===== src/rtl/up_down_counter_cfg.sv =====
// up_down_counter_cfg: bounded up/down counter with step, load, saturate/wrap and event flags.
// Optional sticky overflow/underflow flags are enabled by defining UDC_STICKY_FLAGS_EN.
module up_down_counter_cfg #(
  parameter int WIDTH  = 8,
  parameter int STEP_W = 4
) (
  input  logic              clk,
  input  logic              rst,
  input  logic              en,
  input  logic              up_down,
  input  logic [STEP_W-1:0] step,
  input  logic              load,
  input  logic [WIDTH-1:0]  load_val,
  input  logic [WIDTH-1:0]  lo_bound,
  input  logic [WIDTH-1:0]  hi_bound,
  input  logic              wrap_mode,
  input  logic              clr_sticky,
  output logic [WIDTH-1:0]  count,
  output logic              at_max,
  output logic              at_min,
  output logic              ovf,
  output logic              unf,
  output logic              cfg_err,
  output logic              ovf_sticky,
  output logic              unf_sticky
);
  logic [WIDTH:0]   sum;
  logic [WIDTH:0]   lim;
  logic [WIDTH-1:0] diff;
  logic [WIDTH-1:0] clamped;
  logic [WIDTH-1:0] count_nxt;
  logic             over;
  logic             under;
  logic             ovf_nxt;
  logic             unf_nxt;
  logic             active;
  // One extra bit keeps bound comparisons free of WIDTH-bit wraparound.
  assign sum     = {1'b0, count} + (WIDTH+1)'(step);
  assign lim     = {1'b0, lo_bound} + (WIDTH+1)'(step);
  assign diff    = count - WIDTH'(step);
  assign over    = sum > {1'b0, hi_bound};
  assign under   = {1'b0, count} < lim;
  assign clamped = load_val < lo_bound ? lo_bound : load_val > hi_bound ? hi_bound : load_val;
  assign cfg_err = lo_bound > hi_bound;
  assign at_max  = count == hi_bound;
  assign at_min  = count == lo_bound;
  assign active  = !cfg_err && !load && en && step != '0;
  always_comb begin
    count_nxt = count;
    ovf_nxt   = active && up_down && over;
    unf_nxt   = active && !up_down && under;
    if (!cfg_err && load)
      count_nxt = clamped;
    else if (active && up_down)
      count_nxt = over ? (wrap_mode ? lo_bound : hi_bound) : sum[WIDTH-1:0];
    else if (active)
      count_nxt = under ? (wrap_mode ? hi_bound : lo_bound) : diff;
  end
  always_ff @(posedge clk) begin
    if (rst) begin
      count <= lo_bound;
      ovf   <= 1'b0;
      unf   <= 1'b0;
    end else begin
      count <= count_nxt;
      ovf   <= ovf_nxt;
      unf   <= unf_nxt;
    end
  end
`ifdef UDC_STICKY_FLAGS_EN
  always_ff @(posedge clk) begin
    if (rst) begin
      ovf_sticky <= 1'b0;
      unf_sticky <= 1'b0;
    end else begin
      ovf_sticky <= ovf_nxt || (ovf_sticky && !clr_sticky);
      unf_sticky <= unf_nxt || (unf_sticky && !clr_sticky);
    end
  end
`else
  logic unused_clr;
  assign unused_clr = clr_sticky;
  assign ovf_sticky = 1'b0;
  assign unf_sticky = 1'b0;
`endif
endmodule


===== config.mk =====
export PLATFORM = sky130hd
export DESIGN_NAME = up_down_counter_cfg
export DESIGN_NICKNAME = d
export VERILOG_FILES = /design/src/rtl/up_down_counter_cfg.sv
export SDC_FILE = /design/constraint.sdc
export NUM_CORES = 1
export LEC_CHECK = 0
export BUFFER_PORTS_ARGS = -buffer_cell sky130_fd_sc_hd__buf_2
export CAP_MARGIN = 40
export CELL_PAD_IN_SITES_DETAIL_PLACEMENT = 1
export CELL_PAD_IN_SITES_GLOBAL_PLACEMENT = 1
export CORE_MARGIN = 1.5
export CORE_UTILIZATION = 27
export CTS_CLUSTER_DIAMETER = 100
export DETAILED_ROUTE_END_ITERATION = 10
export GPL_ROUTABILITY_DRIVEN = 0
export PLACE_DENSITY_LB_ADDON = 0.1
export SYNTH_ARGS = -nofsm -noshare
export SYNTH_HDL_FRONTEND = slang
export SYNTH_SLANG_ARGS = --single-unit

===== constraint.sdc =====
create_clock -name clk -period 10.7 [get_ports clk]
set_clock_uncertainty 0.1 [all_clocks]
set_input_delay 1.07 -clock clk [delete_from_list [all_inputs] [get_ports clk]]
set_output_delay 1.07 -clock clk [all_outputs]
set_load 0.02 [all_outputs]

==> results of run 1 <==
==> report_power, final <==
group / switching, uW / leakage [uW] / total, uW / internal, uW
sequential: 20.4 / 0.0000947 / 72.1 / 51.7
combinational: 151 / 0.00129 / 270 / 119
clock: 17.2 / 0.0000288 / 49.7 / 32.5
==> registers in the layout (all words and copies together) (netlist names) <==
name,count
count,8
ovf,1
unf,1
==> Yosys cell counts (2+ instances only) <==
cell type,n
a21o_1,6
a21oi_1,15
a221o_1,2
a222oi_1,7
a31oi_1,3
and3_1,2
buf_2,3
buf_4,2
buf_6,2
clkbuf_1,5
dfxtp_1,2
edfxtp_1,8
fa_1,3
ha_1,50
inv_1,25
mux2_1,5
mux2_2,2
mux2i_1,26
nand2_1,19
nand2b_1,4
nand3_1,8
nand4_1,9
nor2_1,12
nor2b_1,8
nor3_1,5
nor4_1,2
nor4b_1,2
o21a_1,3
o21ai_0,22
o21ai_1,2
o21bai_1,2
xnor2_1,28
xor2_1,5
==> worst max path at each step <==
stage,start,to,cells after the start,slack (ps)
floorplan,step[0],count[4]$_DFFE_PP_,14,6580
global placement,lo_bound[0],count[5]$_DFFE_PP_,14,5640
detailed placement,lo_bound[0],count[4]$_DFFE_PP_,14,5690
CTS,lo_bound[0],count[4]$_DFFE_PP_,14,5900
global route,step[1],count[5]$_DFFE_PP_,14,5650
finish,lo_bound[0],count[5]$_DFFE_PP_,14,5900
==> stage by stage <==
step	instance area [um^2]	power (uW)	instances	worst slack, ps	util
2_1_floorplan	2675	270.0	320	6582	-
3_3_place_gp	2997	343.9	486	5644	0.3094
3_5_place_dp	2997	344.7	486	5692	0.3094
4_1_cts	3052	396.9	490	5903	0.3151
5_1_grt	3052	428.0	490	5651	0.3151
6_report	3052	392.3	490	5900	0.3151
==> cells by family after synthesis <==
kind of cell / after synthesis / synth area share
muxes: 33 / 0.1269
AOI/OAI and AO/OA: 75 / 0.1911
buffers and inverters: 39 / 0.06463
and+or+nand+nor: 75 / 0.1461
adders and majority gates: 53 / 0.2567
xor gates and xnor gates: 33 / 0.1082
DFF: 10 / 0.1049
other: 1 / 0.001404
==> cell type report <==
cell class	count	area (um^2)
inverters	26	97.59
flip-flops and latches	10	280.3
fillers	1198	6633
repair buffers	46	230.2
multi-input cells	271	2222
well taps	133	166.4
clock buffers	4	55.05
==> layer usage <==
| layer | global-route usage | vias to the layer above | part of all wire |
|---|---|---|---|
| met5 | 0 | - | 0 |
| met4 | 0.03056 | 0 | 0.010 |
| met3 | 0.01573 | 6 | 0.039 |
| met2 | 0.3097 | 54 | 0.46 |
| met1 | 0.2504 | 1250 | 0.49 |
| li1 | - | 1246 | - |
==> results.json, run 1 <==
{
  "synthTopCellsByArea": "ha_1 23%, mux2i_1 9.7%, xnor2_1 9.2%, edfxtp_1 9.0%, o21ai_0 4.1%",
  "crit_required_ps": 10620,
  "worst_pin_slew_ps": 902.3,
  "die_h_um": 102.5,
  "maxCapViolCount": 0,
  "clkTransAtPathRegs_ps": 50,
  "critPathTopFamily": "compound AO/OA/AOI/OAI gates",
  "grt_overflow_total": 0,
  "h-tree-depth": 1,
  "final-setup-viol-count": 0,
  "drt-pass1-iter-count": 4,
  "maxSlewHeadroom": 0.3984,
  "holdBufCountCts": 0,
  "syn_inst": 319,
  "synth_flop_cell": "edfxtp_1",
  "drc": 0,
  "io_pins": 50,
  "crit_path_cell_trace": "buf_2 -> ha_1 -> fa_1 -> a21o_1 -> a21o_1 -> nand3_1 -> xnor2_1 -> ha_1 -> and3_1 -> a221oi_1 -> a32o_1 -> mux2i_1 -> mux2_1 -> a222oi_1",
  "wl_mm": 9.323,
  "hold_class": "input port to register",
  "antenna_cells": 0,
  "period_share": 0.4486,
  "area_growth_pct": 14.24,
  "port_buffers": 46,
  "coreArea_um2": 9684,
  "power_density_nw_per_um2": 128.5,
  "leakage_uw": 0.001413,
  "r2r_start": "count[2]$_DFFE_PP_",
  "slew_viol_final": 0,
  "rows": 36,
  "rr_worst_depth": 12,
  "clk_latency_ps": 240,
  "cts_buffer_depth": 2,
  "vias_per_cell": 5.216,
  "regToRegSetupSlack_ps": 6570,
  "yosys_warnings": 0,
  "synth_top_area_cell": "ha_1",
  "post_cts_buffers": 0,
  "fp.dieW_um": 102.5,
  "tns_ps": 0,
  "ys_seq_area_frac": 0.1049,
  "status": "complete, no violations",
  "slowest_stage": "a32o_1",
  "via_count": 2556,
  "ant_nets": 0,
  "min_from": "up_down",
  "worst_ir_drop_vdd_mv": 0.04059,
  "wl_per_cell_um": 19.03,
  "cts_tree": "built",
  "cp-end-kind": "register",
  "hold_end": "unf$_SDFF_PP0_",
  "grt_pass1_wl_mm": 14.08,
  "cts-buffers-inserted": 3,
  "grt_max_degree": 31,
  "dp_hpwl_mm": 7.771,
  "drive_gt1_frac": 0.1597,
  "synth_top_cell_area_share": 0.2342,
  "crit_type": "input port to register",
  "rsz0062_at_grt": "no",
  "grt_pass1_vias": 2497,
  "whs_path_depth": 2,
  "r2r-end": "count[5]$_DFFE_PP_",
  "final_cell_mix": "50 x ha_1, 46 x buf_2, 28 x xnor2_1",
  "synth_edf_count": 8,
  "critPathBufInv": 1,
  "startpoint_type": "input port",
  "min_period_ps": 4800,
  "die_area_um2": 10500,
  "crit_fanout": 8,
  "synth_cell_types": 53,
  "antenna_found_initial": 0,
  "fin_nets": 446,
  "drt_iter0_drc": 100,
  "cts.sinks": 10,
  "ys_seq_elements": 10,
  "root_buffer": "clkbuf_8",
  "hold_violations": 0,
  "cp_slowest_stage_delay_ps": 560,
  "synthArstFlopShare": 0,
  "final_common_cell": "ha_1",
  "cts_resized": 0,
  "syn_avg_cell_area_um2": 8.374,
  "max_clock_freq_mhz": 208.3,
  "cp.arrival_ps": 4720,
  "grt_use_total": 0.1809,
  "start_util": 0.2758,
  "syn-cell-area_um2": 2671,
  "hold_slack_ps": 920.4
}
No activity file was read; power rests on OpenSTA's default activity.
==> run 2: changes to the inputs <==
clock period = 4.9 ns   (was 10.7 ns; I/O delays follow)
==> run 2 against run 1 <==
Die area unchanged. Routed wire length increased by 0.65%. First-iteration DRC count increased by 14%. Critical path depth unchanged. Non-clock buffer count increased by 1. Sequential share of layout area about the same. Flip-flop and latch count unchanged. Total power increased by 120%. Worst hold slack got worse by 600 ps. Combinational power increased by 120%. Design area increased by 0.37%. Largest power group unchanged.
==> results.json, run 2 (synthesized netlist as in run 1, its figures left out) <==
{
  "crit_required_ps": 4830,
  "power_density_nw_per_um2": 281.5,
  "antenna_found_initial": 0,
  "cts_buffer_depth": 2,
  "grt_max_degree": 31,
  "grt_use_total": 0.1887,
  "area_growth_pct": 14.66,
  "final-setup-viol-count": 0,
  "drive_gt1_frac": 0.1620,
  "rr_worst_depth": 12,
  "crit_fanout": 8,
  "cts-buffers-inserted": 3,
  "post_cts_buffers": 0,
  "antenna_cells": 0,
  "holdBufCountCts": 0,
  "slowest_stage": "a32o_1",
  "cp_slowest_stage_delay_ps": 590,
  "drt-pass1-iter-count": 4,
  "final_cell_mix": "50 x ha_1, 46 x buf_2, 28 x xnor2_1",
  "worst_ir_drop_vdd_mv": 0.08363,
  "critPathBufInv": 1,
  "multi_input_area_um2": 2222,
  "regToRegSetupSlack_ps": 810,
  "drc": 0,
  "io_pins": 50,
  "period_share": 0.8591,
  "crit_type": "input port to register",
  "crit_path_cell_trace": "buf_2 -> ha_1 -> fa_1 -> a21o_1 -> a21o_1 -> nand3_1 -> xnor2_1 -> ha_1 -> and3_1 -> a221oi_1 -> a32o_1 -> mux2i_1 -> mux2_1 -> a222oi_1",
  "met3WireLength_um": 339,
  "grt_pass1_vias": 2523,
  "endpoint": "count[5]$_DFFE_PP_",
  "r2r-end": "count[5]$_DFFE_PP_",
  "fin_nets": 447,
  "critPathTopFamily": "compound AO/OA/AOI/OAI gates",
  "grt_pass1_wl_mm": 14.55,
  "power_uw": 862.1,
  "cts_resized": 0,
  "grt_overflow_total": 0,
  "min_period_ps": 4210,
  "coreArea_um2": 9684,
  "cp.arrival_ps": 4140,
  "hold_class": "input port to register",
  "drt_iter0_drc": 114,
  "largest_reg_flops": 8,
  "worst_pin_slew_ps": 881.7,
  "startpoint_type": "input port",
  "cts.sinks": 10,
  "cp.depth": 14,
  "wl_mm": 9.384,
  "h-tree-depth": 1,
  "port_buffers": 46,
  "seq_area_um2": 280.3,
  "rows": 36,
  "hold_violations": 0,
  "die_h_um": 102.5,
  "cp-end-kind": "register",
  "start_util": 0.2758,
  "wl_met1_mm": 4.603,
  "ant_nets": 0,
  "clk_latency_ps": 250,
  "leakage_uw": 0.001417,
  "tns_ps": 0,
  "dp_hpwl_mm": 7.891,
  "die_area_um2": 10500,
  "top_layer_used": "met4",
  "maxSlewHeadroom": 0.4122,
  "wl_met2_mm": 4.371,
  "wl_per_cell_um": 19.11,
  "place_ws_ps": 433.7,
  "top_register": "count",
  "cp-startpoint": "lo_bound[0]",
  "rsz0062_at_grt": "no",
  "r2r_start": "count[2]$_DFFE_PP_",
  "maxCapViolCount": 0,
  "status": "complete, no violations",
  "fin_ws_ps": 690.3,
  "max_clock_freq_mhz": 237.5,
  "root_buffer": "clkbuf_8",
  "fp.dieW_um": 102.5,
  "clkTransAtPathRegs_ps": 60,
  "final_common_cell": "ha_1",
  "fill_cells": 1193,
  "top_regs": "count (8), ovf (1), unf (1)",
  "slew_viol_final": 0,
  "vias_per_cell": 5.120,
  "via_count": 2514,
  "cts_tree": "built"
}
## run 2: layout make-up
cell class,instances,share of cell area
Inverter,26,0.03186
Timing Repair Buffer,47,0.07884
Multi-Input combinational cell,271,0.7255
Clock buffer,4,0.01797
Tap cell,133,0.05433
Sequential cell,10,0.09150
## run 2: layer usage
layer | up-vias | track usage
li1 | 1250 | -
met1 | 1206 | 0.2673
met2 | 52 | 0.3220
met3 | 6 | 0.006156
met4 | 0 | 0.03477
met5 | - | 0
## run 2: worst min path at each step
stage                     startpoint        endpoint  slack (ps)  depth (start not counted)
final                        up_down  unf$_SDFF_PP0_         320                          2
after global routing         up_down  unf$_SDFF_PP0_         330                          2
after CTS                    up_down  unf$_SDFF_PP0_         320                          2
after detailed placement     up_down  unf$_SDFF_PP0_         580                          2
after global placement       up_down  unf$_SDFF_PP0_         590                          2
after floorplan                  rst  ovf$_SDFF_PP0_         460                          1
## run 2: per-stage QoR
| step | hold slack, ps | std cells | instance area [um^2] | util |
|---|---|---|---|---|
| after floorplan | 461.6 | 320 | 2675 | - |
| after global placement | 585.3 | 486 | 2997 | 0.3094 |
| after detailed placement | 583.8 | 487 | 3008 | 0.3106 |
| after CTS | 321.9 | 491 | 3063 | 0.3163 |
| after global routing | 326.2 | 491 | 3063 | 0.3163 |
| final | 319.9 | 491 | 3063 | 0.3163 |
## run 2: power breakdown
group          switching, uW  internal, uW  total [uW]  leakage (uW)
clock                   42.1          71.3         113     0.0000288
sequential              43.6           113         156     0.0000947
combinational            332           260         592       0.00129
==> run 3: changes to the inputs <==
ABC_AREA = 1   (was not set)
==> run 3 against run 2 <==
Design area grew 16%. Via count grew 40%. Highest routed layer unchanged. Count of clock-buffer cells in the layout is the same.
==> results.json, run 3 <==
{
  "endpoint": "count[3]$_DFFE_PP_",
  "ys_seq_elements": 10,
  "maxSlewHeadroom": 0.5663,
  "hold_class": "input port to register",
  "holdBufCountCts": 0,
  "wl_per_cell_um": 18.15,
  "rows": 39,
  "wl_mm": 12.54,
  "grt_max_degree": 33,
  "globalRoute.busiestLayer": "met2",
  "cp-startpoint": "count[0]$_DFFE_PP_",
  "ys_seq_area_frac": 0.08815,
  "crit_fanout": 9,
  "final-setup-viol-count": 0,
  "grt_overflow_total": 0,
  "fin_nets": 637,
  "swShare": 0.5306,
  "antenna_found_initial": 0,
  "grt_pass1_wl_mm": 19.69,
  "cts_tree": "built",
  "cts_buffer_depth": 2,
  "status": "complete, no violations",
  "power.internal_uw": 436.8,
  "fp.dieW_um": 111.5,
  "grt_use_total": 0.2054,
  "synth_flop_cell": "edfxtp_1",
  "antenna_cells": 0,
  "port_buffers": 46,
  "syn_avg_cell_area_um2": 6.210,
  "cp.arrival_ps": 3660,
  "tns_ps": 0,
  "period_share": 0.7683,
  "startpoint_type": "register",
  "clk_latency_ps": 240,
  "finalInstanceArea_um2": 3558,
  "drc": 0,
  "cp-end-kind": "register",
  "synthArstFlopShare": 0,
  "rsz0062_at_grt": "no",
  "regToRegSetupSlack_ps": 1140,
  "synth_top_cell_area_share": 0.1968,
  "r2r_start": "count[0]$_DFFE_PP_",
  "die_h_um": 111.5,
  "grt_pass1_vias": 3584,
  "max_clock_freq_mhz": 265.6,
  "top_regs": "count (8), ovf (1), unf (1)",
  "h-tree-depth": 1,
  "cp_slowest_stage_delay_ps": 530,
  "synth_common_cells": "153 x nand2_1, 81 x nand3_1, 66 x inv_1",
  "die_area_um2": 12440,
  "crit_type": "register to register",
  "cts-buffers-inserted": 3,
  "top_register": "count",
  "crit_path_cell_trace": "ha_1 -> fa_1 -> nand2_1 -> nand3_1 -> nand3b_2 -> xor2_1 -> inv_1 -> ha_1 -> a21o_1 -> a21oi_1 -> nand2_1 -> nand2_1 -> nand3_1 -> nand3_1 -> nand3_1 -> nand2_1 -> nand2_1",
  "slowest_stage": "edfxtp_1",
  "p_switching_uw": 493.6,
  "post_cts_buffers": 0,
  "drive_gt1_frac": 0.1423,
  "via_count": 3513,
  "postPlaceCellArea_um2": 3480,
  "syn_inst": 512,
  "leakage_uw": 0.001973,
  "largest_reg_flops": 8,
  "synth_top_area_cell": "ha_1",
  "clkTransAtPathRegs_ps": 40,
  "power_frac_comb": 0.667,
  "start_util": 0.2773,
  "p_clk_frac": 0.159,
  "p_seq_frac": 0.174,
  "slew_viol_final": 0,
  "cts.sinks": 10,
  "dp_hpwl_mm": 9.995,
  "ant_nets": 0,
  "met1_usage": 0.2601,
  "root_buffer": "clkbuf_16",
  "area_growth_pct": 11.92,
  "vias_per_cell": 5.084,
  "yosysMostFrequentCell": "nand2_1",
  "synth_cell_types": 41,
  "final_cell_mix": "153 x nand2_1, 81 x nand3_1, 66 x inv_1",
  "syn-cell-area_um2": 3179,
  "synthTopCellsByArea": "ha_1 20%, nand2_1 18%, nand3_1 13%, inv_1 7.8%, edfxtp_1 7.6%",
  "min_period_ps": 3765,
  "yosys_warnings": 0,
  "hold_violations": 0,
  "rr_worst_depth": 17,
  "grt_use_met2": 0.3751,
  "r2r-end": "count[3]$_DFFE_PP_",
  "drt_iter0_drc": 186,
  "worst_ir_drop_vdd_mv": 0.1026,
  "cpMostUsedCell": "nand2_1",
  "crit_required_ps": 4800,
  "worst_pin_slew_ps": 647.6,
  "final_common_cell": "nand2_1",
  "synth_edf_count": 8,
  "power_density_nw_per_um2": 261.5,
  "coreArea_um2": 11470,
  "io_pins": 50,
  "drt-pass1-iter-count": 4,
  "grt_util_met3": 0.02014,
  "maxCapViolCount": 0,
  "cts_resized": 0
}
## run 3: layout make-up
cell class,instances,area (um^2)
multi-input cells,415,2511
repair buffers,46,230.2
flip-flops and latches,10,280.3
fillers,1532,7909
well taps,143,178.9
inverters,73,279.0
clock buffers,4,78.83
## run 3: kinds of logic after synthesis
group | count (synthesis) | synth area share
simple gates | 292 | 0.4329
buf+inv | 88 | 0.1232
fa+ha+maj | 53 | 0.2157
compound gates | 47 | 0.08107
xor+xnor | 21 | 0.05785
flops | 10 | 0.08815
other cells | 1 | 0.001180
## run 3: per-stage QoR
step           utilization  hold slack (ps)  total power [uW]  setup slack (ps)  std cells
2_1_floorplan            -            467.9             590.6              1707        513
3_3_place_gp        0.3034            619.4             768.7              1227        687
3_5_place_dp        0.3034            620.6             784.9              1122        687
4_1_cts             0.3103            398.3             938.0              1147        691
5_1_grt             0.3103            408.6              1031             755.9        691
6_report            0.3103            398.4             930.4              1135        691
## run 3: how the worst min path moves through the flow
stage,startpoint,endpoint,slack (ps),cells after the start
finish,up_down,unf$_SDFF_PP0_,400,2
global route,up_down,unf$_SDFF_PP0_,410,2
CTS,up_down,unf$_SDFF_PP0_,400,2
detailed placement,up_down,unf$_SDFF_PP0_,620,2
global placement,up_down,unf$_SDFF_PP0_,620,2
floorplan,up_down,unf$_SDFF_PP0_,470,1
## run 3: power by group through the flow
| stage | Sequential, uW | Combinational, uW | Clock (uW) |
|---|---|---|---|
| after detailed placement | 164 | 621 | 0 |
| after floorplan | 144 | 447 | 0 |
| after global placement | 164 | 605 | 0 |
| final | 162 | 621 | 148 |
| after global routing | 166 | 711 | 154 |
| after CTS | 163 | 626 | 149 |
## run 3: critical path: cells and delay by family, from the launching register on
| kind | cells | cell delay (ps) |
|---|---|---|
| DFF | 1 | 530 |
| AOI/OAI and AO/OA | 2 | 280 |
| xor gates and xnor gates | 1 | 260 |
| adders and majority gates | 3 | 990 |
| and+or+nand+nor | 10 | 1270 |
| buffers and inverters | 1 | 80 |
## run 3: per-layer routing
metal / vias to the layer above / share of wire
li1: 1744 / -
met1: 1678 / 0.45
met2: 75 / 0.49
met3: 16 / 0.034
met4: 0 / 0.017
met5: - / 0
